File: src/rtl/mmcm_reconfig_seq.sv
// Sequencer for MMCM mode changes. It takes requests from system control, issues one
// engine request per attempt, then watches the MMCM unlock, relock and settle.
module mmcm_reconfig_seq #(
  parameter int RSEL_WIDTH    = 1,
  parameter int ADDR_WIDTH    = 5,
  parameter int CFG_COUNT     = 22,
  parameter int LOCK_TIMEOUT  = 65535,
  parameter int SETTLE_CYCLES = 255,
  parameter int MAX_RETRY     = 3
) (
  input  logic                  clk,
  input  logic                  reset,
  input  logic [RSEL_WIDTH-1:0] req_mode,
  input  logic                  req_valid,
  output logic                  req_ready,
  output logic                  busy,
  output logic                  done,
  output logic                  error,
  output logic [RSEL_WIDTH-1:0] cur_mode,
  output logic                  cur_mode_valid,
  output logic [RSEL_WIDTH-1:0] m_baddr,
  output logic [ADDR_WIDTH-1:0] m_count,
  output logic                  m_valid,
  input  logic                  m_ready,
  input  logic                  locked
);

  localparam int TW = (LOCK_TIMEOUT > 1) ? $clog2(LOCK_TIMEOUT) : 1;
  localparam int SW = (SETTLE_CYCLES > 1) ? $clog2(SETTLE_CYCLES) : 1;
  localparam int RW = (MAX_RETRY > 0) ? $clog2(MAX_RETRY + 1) : 1;

  typedef enum logic [2:0] {
    ST_BOOT        = 3'd0,
    ST_IDLE        = 3'd1,
    ST_ISSUE       = 3'd2,
    ST_WAIT_UNLOCK = 3'd3,
    ST_WAIT_LOCK   = 3'd4,
    ST_SETTLE      = 3'd5,
    ST_FAIL        = 3'd6
  } state_t;

  state_t                state_q, state_d;
  logic                  lk_meta_q, lk_meta_d;
  logic                  lk_q, lk_d;
  logic [TW-1:0]         tcnt_q, tcnt_d;
  logic [SW-1:0]         scnt_q, scnt_d;
  logic [RW-1:0]         rcnt_q, rcnt_d;
  logic [RSEL_WIDTH-1:0] m_baddr_q, m_baddr_d;
  logic [ADDR_WIDTH-1:0] m_count_q, m_count_d;
  logic                  m_valid_q, m_valid_d;
  logic                  req_ready_q, req_ready_d;
  logic                  done_q, done_d;
  logic                  error_q, error_d;
  logic [RSEL_WIDTH-1:0] cur_mode_q, cur_mode_d;
  logic                  cur_mode_valid_q, cur_mode_valid_d;
  logic                  accept;
  logic                  timeout;
  logic                  retry_ok;
  logic                  settled;

  assign timeout  = (tcnt_q == TW'(LOCK_TIMEOUT - 1));
  assign retry_ok = (rcnt_q < RW'(MAX_RETRY));
  assign settled  = (scnt_q == SW'(SETTLE_CYCLES - 1));

  always_comb begin
    state_d          = state_q;
    lk_meta_d        = locked;
    lk_d             = lk_meta_q;
    tcnt_d           = tcnt_q;
    scnt_d           = scnt_q;
    rcnt_d           = rcnt_q;
    m_baddr_d        = m_baddr_q;
    m_count_d        = ADDR_WIDTH'(CFG_COUNT);
    done_d           = 1'b0;
    error_d          = error_q;
    cur_mode_d       = cur_mode_q;
    cur_mode_valid_d = cur_mode_valid_q;
    accept           = 1'b0;

    if (state_q == ST_ISSUE || state_q == ST_WAIT_UNLOCK || state_q == ST_WAIT_LOCK) begin
      tcnt_d = tcnt_q + TW'(1);
    end

    case (state_q)
      // Power-up lock time is unbounded, so only the settle run matters here.
      ST_BOOT: begin
        if (!lk_q) begin
          scnt_d = '0;
        end else if (settled) begin
          state_d = ST_IDLE;
        end else begin
          scnt_d = scnt_q + SW'(1);
        end
      end
      ST_IDLE: begin
        if (req_valid && req_ready_q) begin
          accept = 1'b1;
          if (cur_mode_valid_q && req_mode == cur_mode_q) begin
            done_d = 1'b1;
          end else begin
            m_baddr_d = req_mode;
            error_d   = 1'b0;
            rcnt_d    = '0;
            state_d   = ST_ISSUE;
          end
        end
      end
      ST_ISSUE: begin
        if (m_valid_q && m_ready) begin
          state_d = ST_WAIT_UNLOCK;
        end else if (timeout) begin
          state_d = ST_FAIL;
        end
      end
      ST_WAIT_UNLOCK: begin
        if (!lk_q) begin
          state_d = ST_WAIT_LOCK;
        end else if (timeout) begin
          if (retry_ok) begin
            rcnt_d  = rcnt_q + RW'(1);
            state_d = ST_ISSUE;
          end else begin
            state_d = ST_FAIL;
          end
        end
      end
      ST_WAIT_LOCK: begin
        if (lk_q) begin
          state_d = ST_SETTLE;
        end else if (timeout) begin
          if (retry_ok) begin
            rcnt_d  = rcnt_q + RW'(1);
            state_d = ST_ISSUE;
          end else begin
            state_d = ST_FAIL;
          end
        end
      end
      // A lock drop while settling restarts the lock wait without spending a retry.
      ST_SETTLE: begin
        if (!lk_q) begin
          state_d = ST_WAIT_LOCK;
        end else if (settled) begin
          cur_mode_d       = m_baddr_q;
          cur_mode_valid_d = 1'b1;
          done_d           = 1'b1;
          state_d          = ST_IDLE;
        end else begin
          scnt_d = scnt_q + SW'(1);
        end
      end
      ST_FAIL: begin
        error_d          = 1'b1;
        cur_mode_valid_d = 1'b0;
        state_d          = ST_IDLE;
      end
      default: begin
        state_d = ST_FAIL;
      end
    endcase

    if (state_d != state_q) begin
      tcnt_d = '0;
      scnt_d = '0;
    end

    m_valid_d   = (state_d == ST_ISSUE);
    // Ready only after a full cycle in IDLE, so a done cycle never accepts.
    req_ready_d = (state_q == ST_IDLE) && (state_d == ST_IDLE) && !accept;
  end

  always_ff @(posedge clk) begin
    if (reset) begin
      state_q          <= ST_BOOT;
      lk_meta_q        <= 1'b0;
      lk_q             <= 1'b0;
      tcnt_q           <= '0;
      scnt_q           <= '0;
      rcnt_q           <= '0;
      m_baddr_q        <= '0;
      m_count_q        <= '0;
      m_valid_q        <= 1'b0;
      req_ready_q      <= 1'b0;
      done_q           <= 1'b0;
      error_q          <= 1'b0;
      cur_mode_q       <= '0;
      cur_mode_valid_q <= 1'b0;
    end else begin
      state_q          <= state_d;
      lk_meta_q        <= lk_meta_d;
      lk_q             <= lk_d;
      tcnt_q           <= tcnt_d;
      scnt_q           <= scnt_d;
      rcnt_q           <= rcnt_d;
      m_baddr_q        <= m_baddr_d;
      m_count_q        <= m_count_d;
      m_valid_q        <= m_valid_d;
      req_ready_q      <= req_ready_d;
      done_q           <= done_d;
      error_q          <= error_d;
      cur_mode_q       <= cur_mode_d;
      cur_mode_valid_q <= cur_mode_valid_d;
    end
  end

  assign req_ready      = req_ready_q;
  assign busy           = (state_q != ST_IDLE);
  assign done           = done_q;
  assign error          = error_q;
  assign cur_mode       = cur_mode_q;
  assign cur_mode_valid = cur_mode_valid_q;
  assign m_baddr        = m_baddr_q;
  assign m_count        = m_count_q;
  assign m_valid        = m_valid_q;

endmodule

File: config.mk
export PLATFORM = sky130hd
export DESIGN_NAME = mmcm_reconfig_seq
export DESIGN_NICKNAME = d
export VERILOG_FILES = /design/src/rtl/mmcm_reconfig_seq.sv
export SDC_FILE = /design/constraint.sdc
export NUM_CORES = 1
export LEC_CHECK = 0
export CORE_ASPECT_RATIO = 0.7
export CORE_MARGIN = 1
export CORE_UTILIZATION = 55
export DETAILED_ROUTE_END_ITERATION = 10
export PLACE_DENSITY = 0.83
export SLEW_MARGIN = 20
export SYNTH_ARGS = -nofsm -noshare
export SYNTH_HDL_FRONTEND = slang
export SYNTH_SLANG_ARGS = --single-unit
File: constraint.sdc
create_clock -name clk -period 3.1 [get_ports clk]
set_clock_uncertainty 0.15 [all_clocks]
set_input_delay 0.62 -clock clk [delete_from_list [all_inputs] [get_ports clk]]
set_output_delay 0.62 -clock clk [all_outputs]
set_load 0.01 [all_outputs]
==> results.txt, run 1 <==
Along the worst path, the maximum fanout reaches 23. From bottom edge to top edge, the die measures 57.7 um. The total global routing track utilization was 0.242; the maximum clock frequency was 354 MHz.

In this run, synthesis inferred 0 flip-flops with an integrated enable. The final total power came out at 0.928 mW. The total core area is 0.00409 mm^2, and the final setup violation count is 0. The clock net in this run drives a total of 39 sinks. The share of flip-flops with an asynchronous set or reset works out to 0. The sequential share of the synthesized area is 0.320. Internal power comes to 0.724 mW.

The tools report the via count as 2081. The tools report the storage element area as 781 um^2. The worst hold path begins at lk_d$_SDFF_PP0_. The clock latency on the worst-skew pair was 0.29 ns. The hold-critical path depth is 1, and the met1 wire length is 2640 um. The capture instance of the worst register-to-register path was tcnt_q[1]$_SDFFE_PP0P_. Buffers added to address setup during post-CTS repair amount to 0. Summed over all cells, the static leakage comes to 0.914 nW.

The run gives 0 as the aggregate global routing overflow. The run gives 0.297 ns as the worst hold slack. The logs give 0.204 mW for the power dissipated by switching net loads and 2 for the maximum level of the CTS H-tree. The number of pins exceeding their max-slew limit in the final report is 0, and the number of antenna violations at the first check in global routing is 0. In this run the power density over the cells is 342 mW/mm^2. The multi-input combinational cells in the finished layout cover a total of 0.00150 mm^2. Synthesis handed over a netlist of 271 instances. IR analysis of the VDD net gives a maximum drop of 0.252 mV. STA classifies the critical path startpoint as a register. Across the run, the number of max-cap violations was 0. From synthesis to final layout, the design area changed by 11.4%. The tools report the via count of the first global-routing pass as 1866. In this run the worst hold path is classified as register to register.

The detail-routed via count per cell is 6.19, and the share of post-route cells with drive strength above 1 is 0.197. The tools report the combinational group share of total power as 0.045. Setup repair after global routing left no endpoint under its margin. The category of the most critical setup path was register to primary output.

Prevailing post-synth register cell: dfxtp_1. The tools report the critical path data required time as 2.33 ns. Counting cells, the worst reg-to-reg path comes to 6. The tools report the global-route wire length before repair as 8670 um. The startpoint identified for the worst register-to-register timing path is state_q[1]$_SDFF_PP0_. The run gives 0 ns as the setup TNS. Subtracting the final worst setup slack from the clock period gives 2.82 ns. The hold path endpoint was lk_q$_SDFF_PP0_. The detail-routed net length per standard cell came out at 15.8 um. The run gives 0.596 as the starting utilization of the core area. The run gives 2.05 ns as the data arrival time of the worst path.

The number of buffers and inverters on the critical path is 2. Actual slew at the worst max-slew pin: 0.873 ns. The final critical-path share of the clock period came out at 0.910. The number of buffers inserted for hold repair after clock tree synthesis is 0, and the post-DP HPWL is 3750 um. The repair_antennas step left the layout with diodes totalling 0. The first-pass iteration count of the detailed router is 5, and the detailed-routed wire length on met2 is 2190 um. The placed instances occupy a cell area of 0.00261 mm^2. Timing analysis after detailed placement gives a worst setup slack of 0.400 ns.

The run gives 192 as the number of DRC markers after the initial detailed-route iteration. Topmost layer with routed signal wires: met4. The tools report the final critical-path setup slack as 0.279 ns. For flop-to-flop paths, the worst setup slack is 0.64 ns.

Detailed routing placed a total of 411 um of wire on met3. The number of CTS-inserted buffers is 5, and the sum of routed wire length over all layers is 5300 um. In this run the remaining antenna-violating nets after routing total 0. For the number of distinct standard cells referenced by the synthesized netlist, the log shows 61. The die area was 0.00470 mm^2; the fraction of power spent switching nets was 0.220. The highest cell delay on the worst timing path was 0.90 ns; the count of port buffers added during placement was 16. TritonCTS built the clock tree.

The largest individual stage delay along the critical path comes from the cell dfxtp_1. In the routed design, unresolved DRC markers number 0. For the count of non-filler cells in the finished layout, the log shows 336.

In this run the horizontal extent of the chip is 81.5 um. The count of boundary I/O pins was 19; the fill cell total of the finished layout was 358. After clock tree synthesis, the clock-pin slew on the worst setup and hold paths is 0.08 ns. The net count of the finished layout is 294. Entering global routing, the biggest net connects 26 pins. During synthesis, Yosys emitted a total of 0 warnings.

The run finished with clean final reports. After synthesis the netlist holds a flip-flop and latch count of 39. The number of instances in the placed design was 328.

STA classifies the critical path endpoint as a primary output. Broken down by cell family, the worst path's largest delay share belongs to flip-flops. The tools report the number of hold violations in the final report as 0. Each instance of the synthesized netlist takes up on average 8.99 um^2.

The cell area that synthesis handed to floorplanning was 0.00244 mm^2. The relative contribution of the clock network to total power is 0.410. Final core utilization: 0.663.

The part of the total power dissipated in sequential elements is 0.545. Final weighted congestion in routability-driven placement: 0.883. The initialized floorplan defines 19 standard-cell rows.

The run gives 0.417 as the worst slew slack as a fraction of its limit. Walking the worst path, the cells encountered are nor3_2 -> inv_2 -> clkdlybuf4s50_1. Gates resized during post-CTS repair numbered 0.

The longest clock path from root to sink contains 2 buffers. CTS placed an instance of clkbuf_8 at the clock tree root. Final design area excluding fillers: 0.00271 mm^2.
[logic make-up (layout without fill, tap and decap cells)]
kind of cell | Yosys count | after routing | share of synthesized area
DFF | 39 | 39 | 0.320
xor gates and xnor gates | 17 | 17 | 0.0642
adders and majority gates | 5 | 5 | 0.0257
and+or+nand+nor | 123 | 123 | 0.339
buffers and inverters | 27 | 39 | 0.0642
muxes | 2 | 2 | 0.00873
other | 1 | 2 | 0.00154
AOI/OAI and AO/OA | 57 | 57 | 0.176
[routing by layer]
layer | up-vias | GRT usage
met5 | - | 0
li1 | 1015 | -
met2 | 87 | 0.331
met1 | 969 | 0.357
met4 | 0 | 0.0842
met3 | 10 | 0.0709
[worst max path at each step]
stage	startpoint	end	slack, ns	cells past startpoint
after global placement	req_mode	tcnt_q[10]$_SDFFE_PP0P_	0.43	7
after CTS	state_q[1]$_SDFF_PP0_	busy	0.29	3
after floorplan	req_mode	scnt_q[2]$_SDFFE_PP0P_	1.06	6
after global routing	state_q[1]$_SDFF_PP0_	busy	0.20	3
final	state_q[1]$_SDFF_PP0_	busy	0.28	3
after detailed placement	req_mode	tcnt_q[10]$_SDFFE_PP0P_	0.40	7
[cells in the mapped netlist (3+ instances only)]
library cell / count / area share
buf_2: 5 / 0.010
nor3_2: 22 / 0.090
o21ai_1: 4 / 0.0082
nor4b_1: 3 / 0.011
o21ai_0: 7 / 0.014
a21oi_1: 13 / 0.027
nor2_1: 14 / 0.022
nor3_1: 10 / 0.021
inv_1: 8 / 0.012
buf_6: 4 / 0.018
nand2_1: 19 / 0.029
nand2b_1: 3 / 0.0077
a211oi_1: 5 / 0.015
xor2_1: 6 / 0.022
dfxtp_1: 39 / 0.32
nand3_1: 10 / 0.021
xnor2_1: 10 / 0.036
o22ai_1: 3 / 0.0077
ha_1: 5 / 0.026
and3_1: 4 / 0.010
buf_4: 5 / 0.015
clkbuf_1: 3 / 0.0046
nor2b_1: 9 / 0.023
nand4_1: 7 / 0.018
a311oi_1: 4 / 0.014
[power by group through the flow]
| stage | combinational, mW | clock, mW | sequential (mW) |
|---|---|---|---|
| floorplan | 0.0296 | 0 | 0.516 |
| global placement | 0.0407 | 0 | 0.517 |
| detailed placement | 0.0414 | 0 | 0.517 |
| CTS | 0.0417 | 0.390 | 0.505 |
| global route | 0.0449 | 0.412 | 0.506 |
| finish | 0.0420 | 0.380 | 0.506 |
[worst reg2reg max path, stage by stage, from the launching register on]
cell,delay (ns)
dfxtp_1,0.90
nor4bb_1,0.14
nor4b_1,0.20
o31ai_1,0.38
o2111ai_4,0.18
buf_12,0.21
a2111oi_2,0.20
[registers in the layout, indices dropped and copies added (netlist names)]
signal and cells:
m_valid 1, cur_mode 1, rcnt_q 2, m_count 1, m_baddr 1, error 1
lk_q 1, cur_mode_valid 1, req_ready 1, state_q 3, lk_d 1, done 1
tcnt_q 16, scnt_q 8
[final cells by class]
class / instances / area share
Tap cell: 52 / 0.0240
Inverter: 10 / 0.0138
Sequential cell: 39 / 0.288
Clock inverter: 1 / 0.00277
Clock buffer: 7 / 0.0355
Multi-Input combinational cell: 206 / 0.554
Timing Repair Buffer: 21 / 0.0821
[cells in the final DEF (no fill, tap or decap), types with 5 or more instances in the layout]
cell             count
dfxtp_1             39
nor3_1              10
a21oi_1             13
clkdlybuf4s50_1     16
nand2_1             19
a211oi_1             5
inv_1                8
clkbuf_8             7
nor3_2              22
o21ai_0              7
nor2b_1              9
xnor2_1             10
nand4_1              7
xor2_1               6
nor2_1              14
nand3_1             10
ha_1                 5
(Power assumes the default switching activity.)
==> inputs of run 2 (changes only) <==
--- a/config.mk
+++ b/config.mk
@@ -5,11 +5,12 @@
 export SDC_FILE = /design/constraint.sdc
 export NUM_CORES = 1
 export LEC_CHECK = 0
+export ABC_AREA = 1
 export CORE_ASPECT_RATIO = 0.7
 export CORE_MARGIN = 1
 export CORE_UTILIZATION = 55
 export DETAILED_ROUTE_END_ITERATION = 10
-export PLACE_DENSITY = 0.83
+export PLACE_DENSITY = 0.76
 export SLEW_MARGIN = 20
 export SYNTH_ARGS = -nofsm -noshare
 export SYNTH_HDL_FRONTEND = slang
==> constraint.sdc (replaced) <==
create_clock -name clk -period 2.6 [get_ports clk]
set_clock_uncertainty 0.15 [all_clocks]
set_input_delay 0.52 -clock clk [delete_from_list [all_inputs] [get_ports clk]]
set_output_delay 0.52 -clock clk [all_outputs]
set_load 0.01 [all_outputs]
==> results.txt, run 2 <==
After synthesis, the largest family of logic cells by area is simple AND/OR/NAND/NOR gates. Measured along the y axis, the die boundary spans 58.3 um. In the final routed layout, each cell accounts on average for 11.4 um. The via count of the first global-routing pass is 1722.

In this run the remaining antenna-violating nets after routing total 0. Walking the worst path, the cells encountered are buf_4 -> nand3_4 -> clkdlybuf4s50_1. For this run, the number of Yosys warnings is 0. After layout, the minimum clock period comes to 2.41 ns. The peak fanout along the critical path is 8.

The register with the most flip-flops in the layout has 16 of them. Launch instance of the worst register-to-register path: state_q[1]$_SDFF_PP0_. The final critical-path share of the clock period works out to 0.927. The total global routing track utilization was 0.210.

The power per unit of standard cell area was 423 mW/mm^2. In this run the worst hold path is classified as register to register. The average instance in the mapped netlist occupies 7.87 um^2. For the maximum VDD drop, the log shows 0.283 mV. The worst setup path is launched from a register. Total number of placement rows: 20. Clock-pin slew was measured on the worst setup and hold paths at 0.08 ns. The number of setup buffers added after CTS was 0; the leakage power was 1.08 nW. The core region is 0.00433 mm^2. The run gives 19 as the count of boundary I/O pins.

The run finished with clean final reports. The run gives 345 as the net count of the finished layout. Summed over all instances, the cell type with the most area after synthesis is dfxtp_1. The largest delay contributor family on the critical path is buffers and inverters. In the post-synthesis netlist, the biggest area contributors are dfxtp_1, nor2_4, nand2_1. The floorplan step defined a die boundary enclosing 0.00480 mm^2. The count of max-cap constraint violations was 0.

Number of flops mapped to enable cells by yosys: 0. The run gives 0 as the number of hold violations in the final report. The number of antenna violations at the first check in global routing is 0, and the clock sink count is 39. The source of the worst hold timing path is lk_d$_SDFF_PP0_. The largest registers in the layout are tcnt_q (16), scnt_q (8), state_q (3). The netlist area before placement was 0.00249 mm^2. At the later pin of the worst-skew pair, clock insertion delay measures 0.29 ns.

For the critical path data required time, the log shows 1.93 ns. The share of flip-flops with an asynchronous set or reset was 0; the largest net degree at the start of global routing was 15. For the starting utilization of the core area, the log shows 0.574.

By count the netlist is led by nand2_1, dfxtp_1, inv_1. For the pin with the worst max-slew slack, the measured transition is 0.525 ns. 0 antenna diodes ended up in the layout.

The largest single stage delay on the critical path is 0.65 ns. Across all layers, the routed design uses 1919 vias. The data arrival time of the worst path was 1.74 ns; the first-pass iteration count of the detailed router was 4.

The nature of the critical path endpoint is a primary output. The library cell used most frequently in the layout, excluding fill and tap cells, is nand2_1. During placement, the flow inserted port buffers numbering 16. The run gives 0.650 as the worst slew slack as a fraction of its limit. The proportion of netlist area held by the largest area contributor is 0.314. The cell sitting at the root of the clock tree is a clkbuf_8. The number of hold buffers added after CTS was 0. The tools report the maximum buffer depth of the clock tree as 2. The final total power was 1.18 mW; the complex-gate fraction of the synthesized area was 0.0755. More flip-flops sit in one register than any other, and that register is tcnt_q. The share of post-route cells with drive strength above 1 is 0.239, and the number of gates resized after CTS is 0. The floorplan step set the die width to 82.4 um. Wires add up to 4450 um. The detail-routed via count per cell is 4.92.

In the layout the commonest cells are nand2_1, dfxtp_1, inv_1, nor2_4, nor2_1. TritonCTS built the clock tree. Among all cell types in the netlist, the one instantiated most often is nand2_1.

Maximum level of the CTS H-tree: 2. The number of pins exceeding their max-slew limit in the final report was 0; the simple-gate share of the synthesized area was 0.409. Together, buffers and inverters on the worst path number 2. By startpoint and endpoint, the worst setup path is classified as register to primary output.

Sequential share of the synthesized area: 0.314. The critical path starts at state_q[0]$_SDFF_PP0_. From synthesis to final layout, the design area changed by 12.0%. The prevailing post-synth register cell is dfxtp_1.

The number of CTS-inserted buffers is 5. The xor and xnor fraction of the mapped netlist area works out to 0.0599. The final setup violation count came out at 0. The mux cell area share after synthesis is 0, and the synthesized instance count is 316.

For this run the aggregate overflow at the end of global routing stands at 0. Once detailed placement completed, the half-perimeter wirelength came to 3410 um. Static timing analysis puts the maximum clock frequency at 415 MHz. In the routed design, unresolved DRC markers number 0.

The adder and majority cell fraction of the synthesized area was 0.0252. Synthesis instantiated 37 different standard cells from the library. The congestion estimate from routability-driven global placement came to 0.948.

Setup repair after global routing left no endpoint under its margin. The number of DRC markers after the initial detailed-route iteration is 79, and the global-route wire length before repair is 7600 um. The setup TNS was 0 ns; the number of synthesized register bits was 39.

Among all stages on the critical path, the largest delay is contributed by dfxtp_1.
[run 2: metrics by stage]
step	utilization	hold WS [ns]	setup WS, ns	cell area, um^2	instances
after global placement	0.616	0.251	0.171	2670	382
final	0.643	0.258	0.189	2780	390
after global routing	0.643	0.298	0.102	2780	390
after CTS	0.643	0.260	0.174	2780	390
after detailed placement	0.616	0.252	0.127	2670	382
after floorplan	-	0.238	0.761	2490	317
[run 2: cell type report]
cell class | count | area [um^2]
Clock buffer | 6 | 82.6
Clock inverter | 2 | 35.0
Fill cell | 379 | 1550
Inverter | 45 | 178
Multi-Input combinational cell | 223 | 1420
Sequential cell | 39 | 781
Tap cell | 55 | 68.8
Timing Repair Buffer | 20 | 215
[run 2: final timing paths]
check	end	cells past startpoint	slack, ns
worst max-delay path	busy	3	0.19
worst min-delay path	lk_q$_SDFF_PP0_	2	0.26
worst max register to register	scnt_q[0]$_SDFFE_PP0P_	12	0.42
worst min register to register	lk_q$_SDFF_PP0_	2	0.26
[run 2: kinds of logic after synthesis]
| family | count (synthesis) |
|---|---|
| other | 1 |
| buffers and inverters | 55 |
| and+or+nand+nor | 166 |
| DFF | 39 |
| AOI/OAI and AO/OA | 33 |
| xor gates and xnor gates | 17 |
| adders and majority gates | 5 |
[run 2: routing by layer]
layer  vias to the layer above  track usage  wire [um]
met5                         -            0          0
met2                        35        0.308       1910
met3                         6       0.0472        172
met4                         0       0.0627         49
met1                       862        0.303       2310
li1                       1016            -          -
[run 2: power breakdown]
group          switching, mW  internal, mW
clock                  0.212         0.310
combinational         0.0303        0.0227
sequential           0.00284         0.599
[run 2: worst min-delay path, stage by stage, from the launching register on]
cell	delay (ns)
dfxtp_1	0.30
inv_1	0.04
nor2_1	0.03
